`src/rtl/hazard_scoreboard.sv`:
```
// Self-tracking hazard/forwarding scoreboard beside the ID stage.
// Optional perf counters: define HAZARD_PERF_CNT_EN.

module hazard_match #(
    parameter int REG_AW   = 5,
    parameter int DEPTH    = 3,
    parameter int LOAD_LAT = 2
) (
    input  logic [REG_AW-1:0]            src,
    input  logic                         use_src,
    input  logic [DEPTH:1]               slot_v,
    input  logic [DEPTH:1][REG_AW-1:0]   slot_rd,
    input  logic [DEPTH:1]               slot_ld,
    output logic [2:0]                   fwd,
    output logic                         hazard
);
    localparam logic [2:0] LL = 3'(LOAD_LAT);

    logic       hit;
    logic       hit_ld;
    logic [2:0] hit_k;

    // Scan oldest to youngest so the nearest slot overwrites any older match.
    always_comb begin
        hit    = 1'b0;
        hit_ld = 1'b0;
        hit_k  = 3'd0;
        for (int k = DEPTH; k >= 1; k--) begin
            if (use_src && (src != '0) && slot_v[k] && (slot_rd[k] == src)) begin
                hit    = 1'b1;
                hit_ld = slot_ld[k];
                hit_k  = 3'(k);
            end
        end
    end

    assign hazard = hit & hit_ld & (hit_k < LL);
    assign fwd    = (hit && !hazard) ? hit_k : 3'd0;
endmodule

module hazard_scoreboard #(
    parameter int REG_AW      = 5,
    parameter int DEPTH       = 3,
    parameter int LOAD_LAT    = 2,
    parameter int FLUSH_SLOTS = 1,
    parameter int CNT_W       = 16
) (
    input  logic              clk,
    input  logic              rst_n,
    input  logic              id_valid,
    input  logic [REG_AW-1:0] id_rs,
    input  logic [REG_AW-1:0] id_rt,
    input  logic              id_use_rs,
    input  logic              id_use_rt,
    input  logic [REG_AW-1:0] id_rd,
    input  logic              id_reg_write,
    input  logic              id_is_load,
    input  logic              branch_taken,
    input  logic              jump_id,
    output logic              stall,
    output logic              id_ex_bubble,
    output logic              if_flush,
    output logic [2:0]        forward_a,
    output logic [2:0]        forward_b,
    output logic [CNT_W-1:0]  stall_count,
    output logic [CNT_W-1:0]  flush_count
);
    logic [DEPTH:1]             slot_v;
    logic [DEPTH:1]             slot_ld;
    logic [DEPTH:1][REG_AW-1:0] slot_rd;

    logic [1:0][REG_AW-1:0] op_src;
    logic [1:0]             op_use;
    logic [1:0]             op_hz;
    logic [1:0][2:0]        op_fwd;

    logic       raw_stall;
    logic       redirect;
    logic       new_v;
    logic [1:0] flush_cnt;

    assign op_src = {id_rt, id_rs};
    assign op_use = {id_use_rt, id_use_rs};

    for (genvar i = 0; i < 2; i++) begin : g_op
        hazard_match #(
            .REG_AW   (REG_AW),
            .DEPTH    (DEPTH),
            .LOAD_LAT (LOAD_LAT)
        ) u_match (
            .src     (op_src[i]),
            .use_src (op_use[i]),
            .slot_v  (slot_v),
            .slot_rd (slot_rd),
            .slot_ld (slot_ld),
            .fwd     (op_fwd[i]),
            .hazard  (op_hz[i])
        );
    end

    assign forward_a    = op_fwd[0];
    assign forward_b    = op_fwd[1];
    assign raw_stall    = id_valid & (|op_hz);
    assign id_ex_bubble = raw_stall | branch_taken;
    assign stall        = raw_stall & ~branch_taken;
    // A jump held by a load-use stall is re-presented later, so it is not an event yet.
    assign redirect     = branch_taken | (jump_id & ~raw_stall);
    assign if_flush     = redirect | (flush_cnt != 2'd0);
    assign new_v        = id_valid & id_reg_write & (id_rd != '0) & ~id_ex_bubble;

    always_ff @(posedge clk or negedge rst_n) begin
        if (!rst_n) begin
            slot_v    <= '0;
            slot_ld   <= '0;
            slot_rd   <= '0;
            flush_cnt <= 2'd0;
        end else begin
            slot_v  <= {slot_v[DEPTH-1:1], new_v};
            slot_ld <= {slot_ld[DEPTH-1:1], id_is_load};
            slot_rd <= {slot_rd[DEPTH-1:1], id_rd};
            if (redirect)
                flush_cnt <= 2'(FLUSH_SLOTS - 1);
            else if (flush_cnt != 2'd0)
                flush_cnt <= flush_cnt - 2'd1;
        end
    end

`ifdef HAZARD_PERF_CNT_EN
    always_ff @(posedge clk or negedge rst_n) begin
        if (!rst_n) begin
            stall_count <= '0;
            flush_count <= '0;
        end else begin
            if (stall && (stall_count != '1))
                stall_count <= stall_count + 1'b1;
            if (redirect && (flush_count != '1))
                flush_count <= flush_count + 1'b1;
        end
    end
`else
    assign stall_count = '0;
    assign flush_count = '0;
`endif
endmodule

```
`config.mk`:
```
export PLATFORM = sky130hd
export DESIGN_NAME = hazard_scoreboard
export DESIGN_NICKNAME = d
export VERILOG_FILES = /design/src/rtl/hazard_scoreboard.sv
export SDC_FILE = /design/constraint.sdc
export NUM_CORES = 1
export LEC_CHECK = 0
export ABC_AREA = 1
export CORE_ASPECT_RATIO = 1.4
export CORE_MARGIN = 3
export CORE_UTILIZATION = 45
export CTS_CLUSTER_DIAMETER = 150
export DETAILED_ROUTE_END_ITERATION = 8
export PLACE_DENSITY = 0.92
export SLEW_MARGIN = 20
export SYNTH_ARGS = -nofsm -noshare
export SYNTH_HDL_FRONTEND = slang
export SYNTH_HIERARCHICAL = 1
export SYNTH_SLANG_ARGS = --single-unit
```
`constraint.sdc`:
```
create_clock -name clk -period 2.1 [get_ports clk]
set_input_delay 0.42 -clock clk [delete_from_list [all_inputs] [get_ports clk]]
set_output_delay 0.42 -clock clk [all_outputs]
set_load 0.02 [all_outputs]
```
After elaboration in Yosys (flattened, before gate mapping)
Cells that the tools add are included.
- bitwise gates (word level): 16
- add/sub/neg operators: 1
- eq/ne operators: 6
- multiplexer cells: 22
- reductions and logical operators: 24
- magnitude comparators: 2
- operator list (cell ; count):
    $eq 5x5->1 ; 6
    $mux 2 ; 10
    $logic_and 1x1->1 ; 16
    $reduce_bool 5->1 ; 3
    $mux 1 ; 12
    $and 1x1->1 ; 10
    $lt 2x2->1 const B ; 2
    $reduce_bool 2->1 ; 2
    $not 1->1 ; 3
    $or 1x1->1 ; 3
    $logic_not 1->1 ; 2
    $reduce_or 2->1 ; 1
    $sub 2x1->2 const B ; 1
- input port bits: 24
- output and inout bits: 41
- word-level logic and storage cells: 77
- register bits after elaboration: 23

Logic depth before layout (Yosys ltp)
- depth in word-level cells: 15
- depth in mapped cells: 11
- gate-level depth less buffers: 11

Hierarchy
Netlist, hierarchy kept.
- modules (own cells, without submodules) (module ; seq. area each (µm²) ; area an instance (µm²) ; cells each ; instances):
    hazard_scoreboard ; 575.6 ; 948.4 ; 82 ; 1
    hazard_match ; 0.0 ; 409.1 ; 94 ; 2

Least setup slack after synthesis
No wires, ideal clock.
- path kind: input port to output port
- start: input id_rs[2]
- end: output if_flush
- slack: 0.357 ns
- stages on the path: 11
- data required time: 1.680 ns
- arrival time: 1.323 ns
- path buffers: 0
- path through: inv_2 -> nand2_1 -> nand2_1 -> nor2_1 -> nand3_1 -> nor3_2 -> inv_1 -> nand2_1 -> nand3_2 -> nand2_1 -> nand2_1
- longest elaborated chain between the ends: 15
- elaborated cells between the ends (all ways): 29
- those cells by class: order compare (1); eq/ne (3); mux (9); bitwise (7); reduce/logical (9)
- ends and longest elaborated chain (what ; RTL line ; text):
    start: declaration ; 51 ; input logic [REG_AW-1:0] id_rs,
    $reduce_bool 5->1 ; 29 ; if (use_src && (src != '0) && slot_v[k] && (slot_rd[k] == src)) begin
    $logic_and 1x1->1 (3 in series) ; 29 ;
    $mux 2 or $mux 1 (tied branches) (3 in series) ; 29 ;
    $lt 2x2->1 or $and 1x1->1 (tied branches) ; 37 ; assign hazard = hit & hit_ld & (hit_k < LL);
    $and 1x1->1 * ; 37 ;
    net op_hz[0] ; 74 ; logic [1:0] op_hz;
    $reduce_or 2->1 * ; 103 ; assign raw_stall = id_valid & (|op_hz);
    $and 1x1->1 * ; 103 ;
    $not 1->1 * ; 107 ; assign redirect = branch_taken | (jump_id & ~raw_stall);
    $and 1x1->1 * ; 107 ;
    $or 1x1->1 * ; 107 ;
    $or 1x1->1 * ; 108 ; assign if_flush = redirect | (flush_cnt != 2'd0);
    end: declaration ; 62 ; output logic if_flush,
The timed path passes the listed nets; every way through them passes the cells marked *.

Worst setup path in the final report
- start: register slot_rd[1] (netlist name)
- end: output if_flush
- longest elaborated chain between the ends: 11
- elaborated cells between the ends (all ways): 22
- those cells by class: order compare (2); eq/ne (2); mux (6); bitwise (9); reduce/logical (3)
- ends and longest elaborated chain (what ; RTL line ; text):
    start: declaration ; 70 ; logic [DEPTH:1][REG_AW-1:0] slot_rd;
    start signal: assignment ; 120 ; slot_rd <= {slot_rd[DEPTH-1:1], id_rd};
    $eq 5x5->1 * ; 29 ;
    $logic_and 1x1->1 * ; 29 ;
    $mux 2 or $mux 1 (tied branches) ; 29 ;
    $lt 2x2->1 or $and 1x1->1 (tied branches) ; 37 ;
    $and 1x1->1 * ; 37 ;
    net op_hz[0] ; 74 ;
    $reduce_or 2->1 * ; 103 ;
    $and 1x1->1 * ; 103 ;
    $not 1->1 * ; 107 ;
    $and 1x1->1 * ; 107 ;
    $or 1x1->1 * ; 107 ;
    $or 1x1->1 * ; 108 ;
Marked as above.

==> results.py <==
metrics = {
    "pwr": {
        "total_power_mw": 0.993,
        "switchingPower_mw": 0.328,
        "p_int_mw": 0.665,
        "swShare_pct": 33.0,
        "pwr-share-comb_pct": 28.0,
        "pwr_density_cell_nw_per_um2": 439,
        "p_leak_nw": 1.29,
        "p_clk_share_pct": 27.1,
        "vdd_drop_max_mv": 0.390,
        "p_seq_share_pct": 44.9,
    },
    "run": {
        "drv_cap": 0,
    },
    "clock_tree": {
        "clk_latency_ns": 0.27,
        "htree_levels": 1,
        "cts_sinks": 21,
        "root_buffer": "clkbuf_8",
        "path_clk_slew_ns": 0.08,
        "cts_tree": "yes",
        "cts_buffers": 3,
        "clock_path_buffers": 2,
        "cts_hold_buf": 0,
    },
    "sta": {
        "finalMaxSlewViolations": 0,
        "holdWs_ns": 0.421,
        "finalWorstSetupSlack_ns": -0.169,
        "setup_violations": 5,
        "rsz0062_at_grt": "true",
        "max_freq_mhz": 441,
        "tns_ns": -0.387,
        "fin_worst_skew_ns": 0.00407,
        "post-route-min-period_ns": 2.27,
        "fin_crit_sh_pct": 108,
        "finalHoldViolations": 0,
    },
    "setup_path": {
        "arrival_ns": 1.85,
        "cp.required_ns": 1.68,
        "critPathSlowestCell": "dfrtp_1",
        "reg2reg_depth": 14,
        "cp-endpoint": "if_flush",
        "critPathLaunch": "slot_rd[1]",
        "crit_cells": 11,
        "critPathKind": "flip-flop to output pin",
        "path_buf_inv": 2,
        "crit_chain": "nand2_1 > nand2_1 > nor2_1 > nand3_1 > nor3_2 > inv_1 > nand2_4 > nand3_4 > nand2_2 > nand2_2 > buf_6",
        "start_kind": "flip-flop",
        "r2r_slack_ns": -0.03,
        "cpPeakStageDelay_ns": 0.44,
        "cp-end-kind": "output pin",
        "critical-path-top-delay-family": "simple AND/OR/NAND/NOR gates",
        "worstPathMaxFanout": 5,
        "r2r-end": "flush_cnt[0]",
        "worstReg2RegStart": "slot_rd[1]",
    },
    "synthesis": {
        "yosys_warnings": 6,
        "netlist_area_um2": 1720,
        "syn_area_per_cell_um2": 6.41,
        "syn_inst": 268,
    },
    "global_route": {
        "antenna_found_initial": 0,
        "grt_usage_pct": 18.2,
        "grt_pass1_wl_um": 6440,
        "grt-ovfl-total": 0,
        "grt_max_degree": 22,
        "first_global_vias": 1590,
    },
    "finish": {
        "nNetsFinal": 355,
        "fin_area_um2": 2260,
        "area_growth_pct": 31.9,
        "final_common_cell": "nand2_1",
        "drive_above_1_share_pct": 29.8,
        "fill_cells": 323,
        "fin_cells": 369,
        "mostFrequentLayoutCells": "nand2_1 (78), conb_1 (34), inv_1 (33), buf_4 (32), nor2_1 (24)",
        "num_antenna_cells": 0,
        "final_util_pct": 64.1,
    },
    "drt": {
        "wl_per_cell_um": 11.0,
        "drt_iter0_markers": 66,
        "via_count": 1745,
        "first_pass_iters": 4,
        "avgViaCountPerCell": 4.73,
        "drt_wl_total_um": 4050,
        "drc": 0,
        "ant_nets": 0,
    },
    "die": {
        "start_util_pct": 48.6,
        "fp.dieH_um": 79.1,
        "coreArea_um2": 3530,
        "fp.dieW_um": 58.2,
        "ios": 65,
        "die_area_um2": 4600,
        "placementRows": 25,
    },
    "run_status": {
        "violations": "setup timing",
        "run_status": "finished, violations left",
    },
    "placed_design": {
        "post_dp_cell_area_um2": 2110,
        "port-buffer-count": 30,
        "pre_cts_ws_ns": -0.735,
        "dp_cells": 359,
        "place.gp.congestion": 0.851,
        "dp_hpwl_um": 3170,
    },
    "hold_path": {
        "worstHoldPathType": "flip-flop to flip-flop",
    },
}
worst register-to-register path: stages (launching register included):
cell and delay (ns):
dfrtp_1 0.44, nand2_1 0.12, nand2_1 0.05, nor2_1 0.11, nand3_1 0.11, nor3_2 0.20
inv_1 0.12, nand2_4 0.09, nand3_4 0.07, buf_4 0.13, buf_4 0.12, buf_4 0.12
buf_4 0.12, buf_4 0.13, a21oi_2 0.11
cell type report:
| cell class | count | area, µm² | share of cell area (%) |
|---|---|---|---|
| clock buffer | 3 | 41.3 | 1.82 |
| clock inverter | 1 | 7.51 | 0.331 |
| inverter | 48 | 180 | 7.96 |
| multi-input combinational | 196 | 938 | 41.4 |
| sequential | 21 | 531 | 23.4 |
| tap | 40 | 50.0 | 2.21 |
| timing repair buffer | 60 | 517 | 22.8 |
registers in the layout (all words and copies together), names as in the netlist:
register,flops
flush_cnt,2
slot_ld,1
slot_rd,15
slot_v,3
power groups by stage:
stage / clock network [mW] / logic, mW / registers (mW)
2_1_floorplan: 0 / 0.201 / 0.445
3_3_place_gp: 0 / 0.262 / 0.451
3_5_place_dp: 0 / 0.268 / 0.453
4_1_cts: 0.280 / 0.268 / 0.445
5_1_grt: 0.293 / 0.307 / 0.449
6_report: 0.269 / 0.278 / 0.446
per-layer routing:
metal / global-route usage, % / up-vias / wire (µm)
li1: - / 853 / -
met1: 19.8 / 794 / 1440
met2: 33.3 / 85 / 2160
met3: 2.60 / 13 / 310
met4: 9.05 / 0 / 135
met5: 0 / - / 0
worst min-delay path by stage:
stage | to | from | depth (start not counted) | slack [ns]
after CTS | slot_v[3] | slot_v[2] | 0 | 0.42
after global placement | slot_v[3] | slot_v[2] | 0 | 0.39
after detailed placement | slot_v[3] | slot_v[2] | 0 | 0.41
final | slot_v[3] | slot_v[2] | 0 | 0.42
after global routing | slot_v[3] | slot_v[2] | 0 | 0.44
after floorplan | flush_cnt[0] | rst_n | 0 | 0.12
what timing repair did:
item,in CTS,in global routing
endpoints found under the hold margin,0,0
gates cloned,0,0
buffers inserted,6,0
gates resized for setup,51,32
endpoints found under the setup margin,7,9
pin swaps,4,13
No activity file was read; power rests on OpenSTA's default activity.
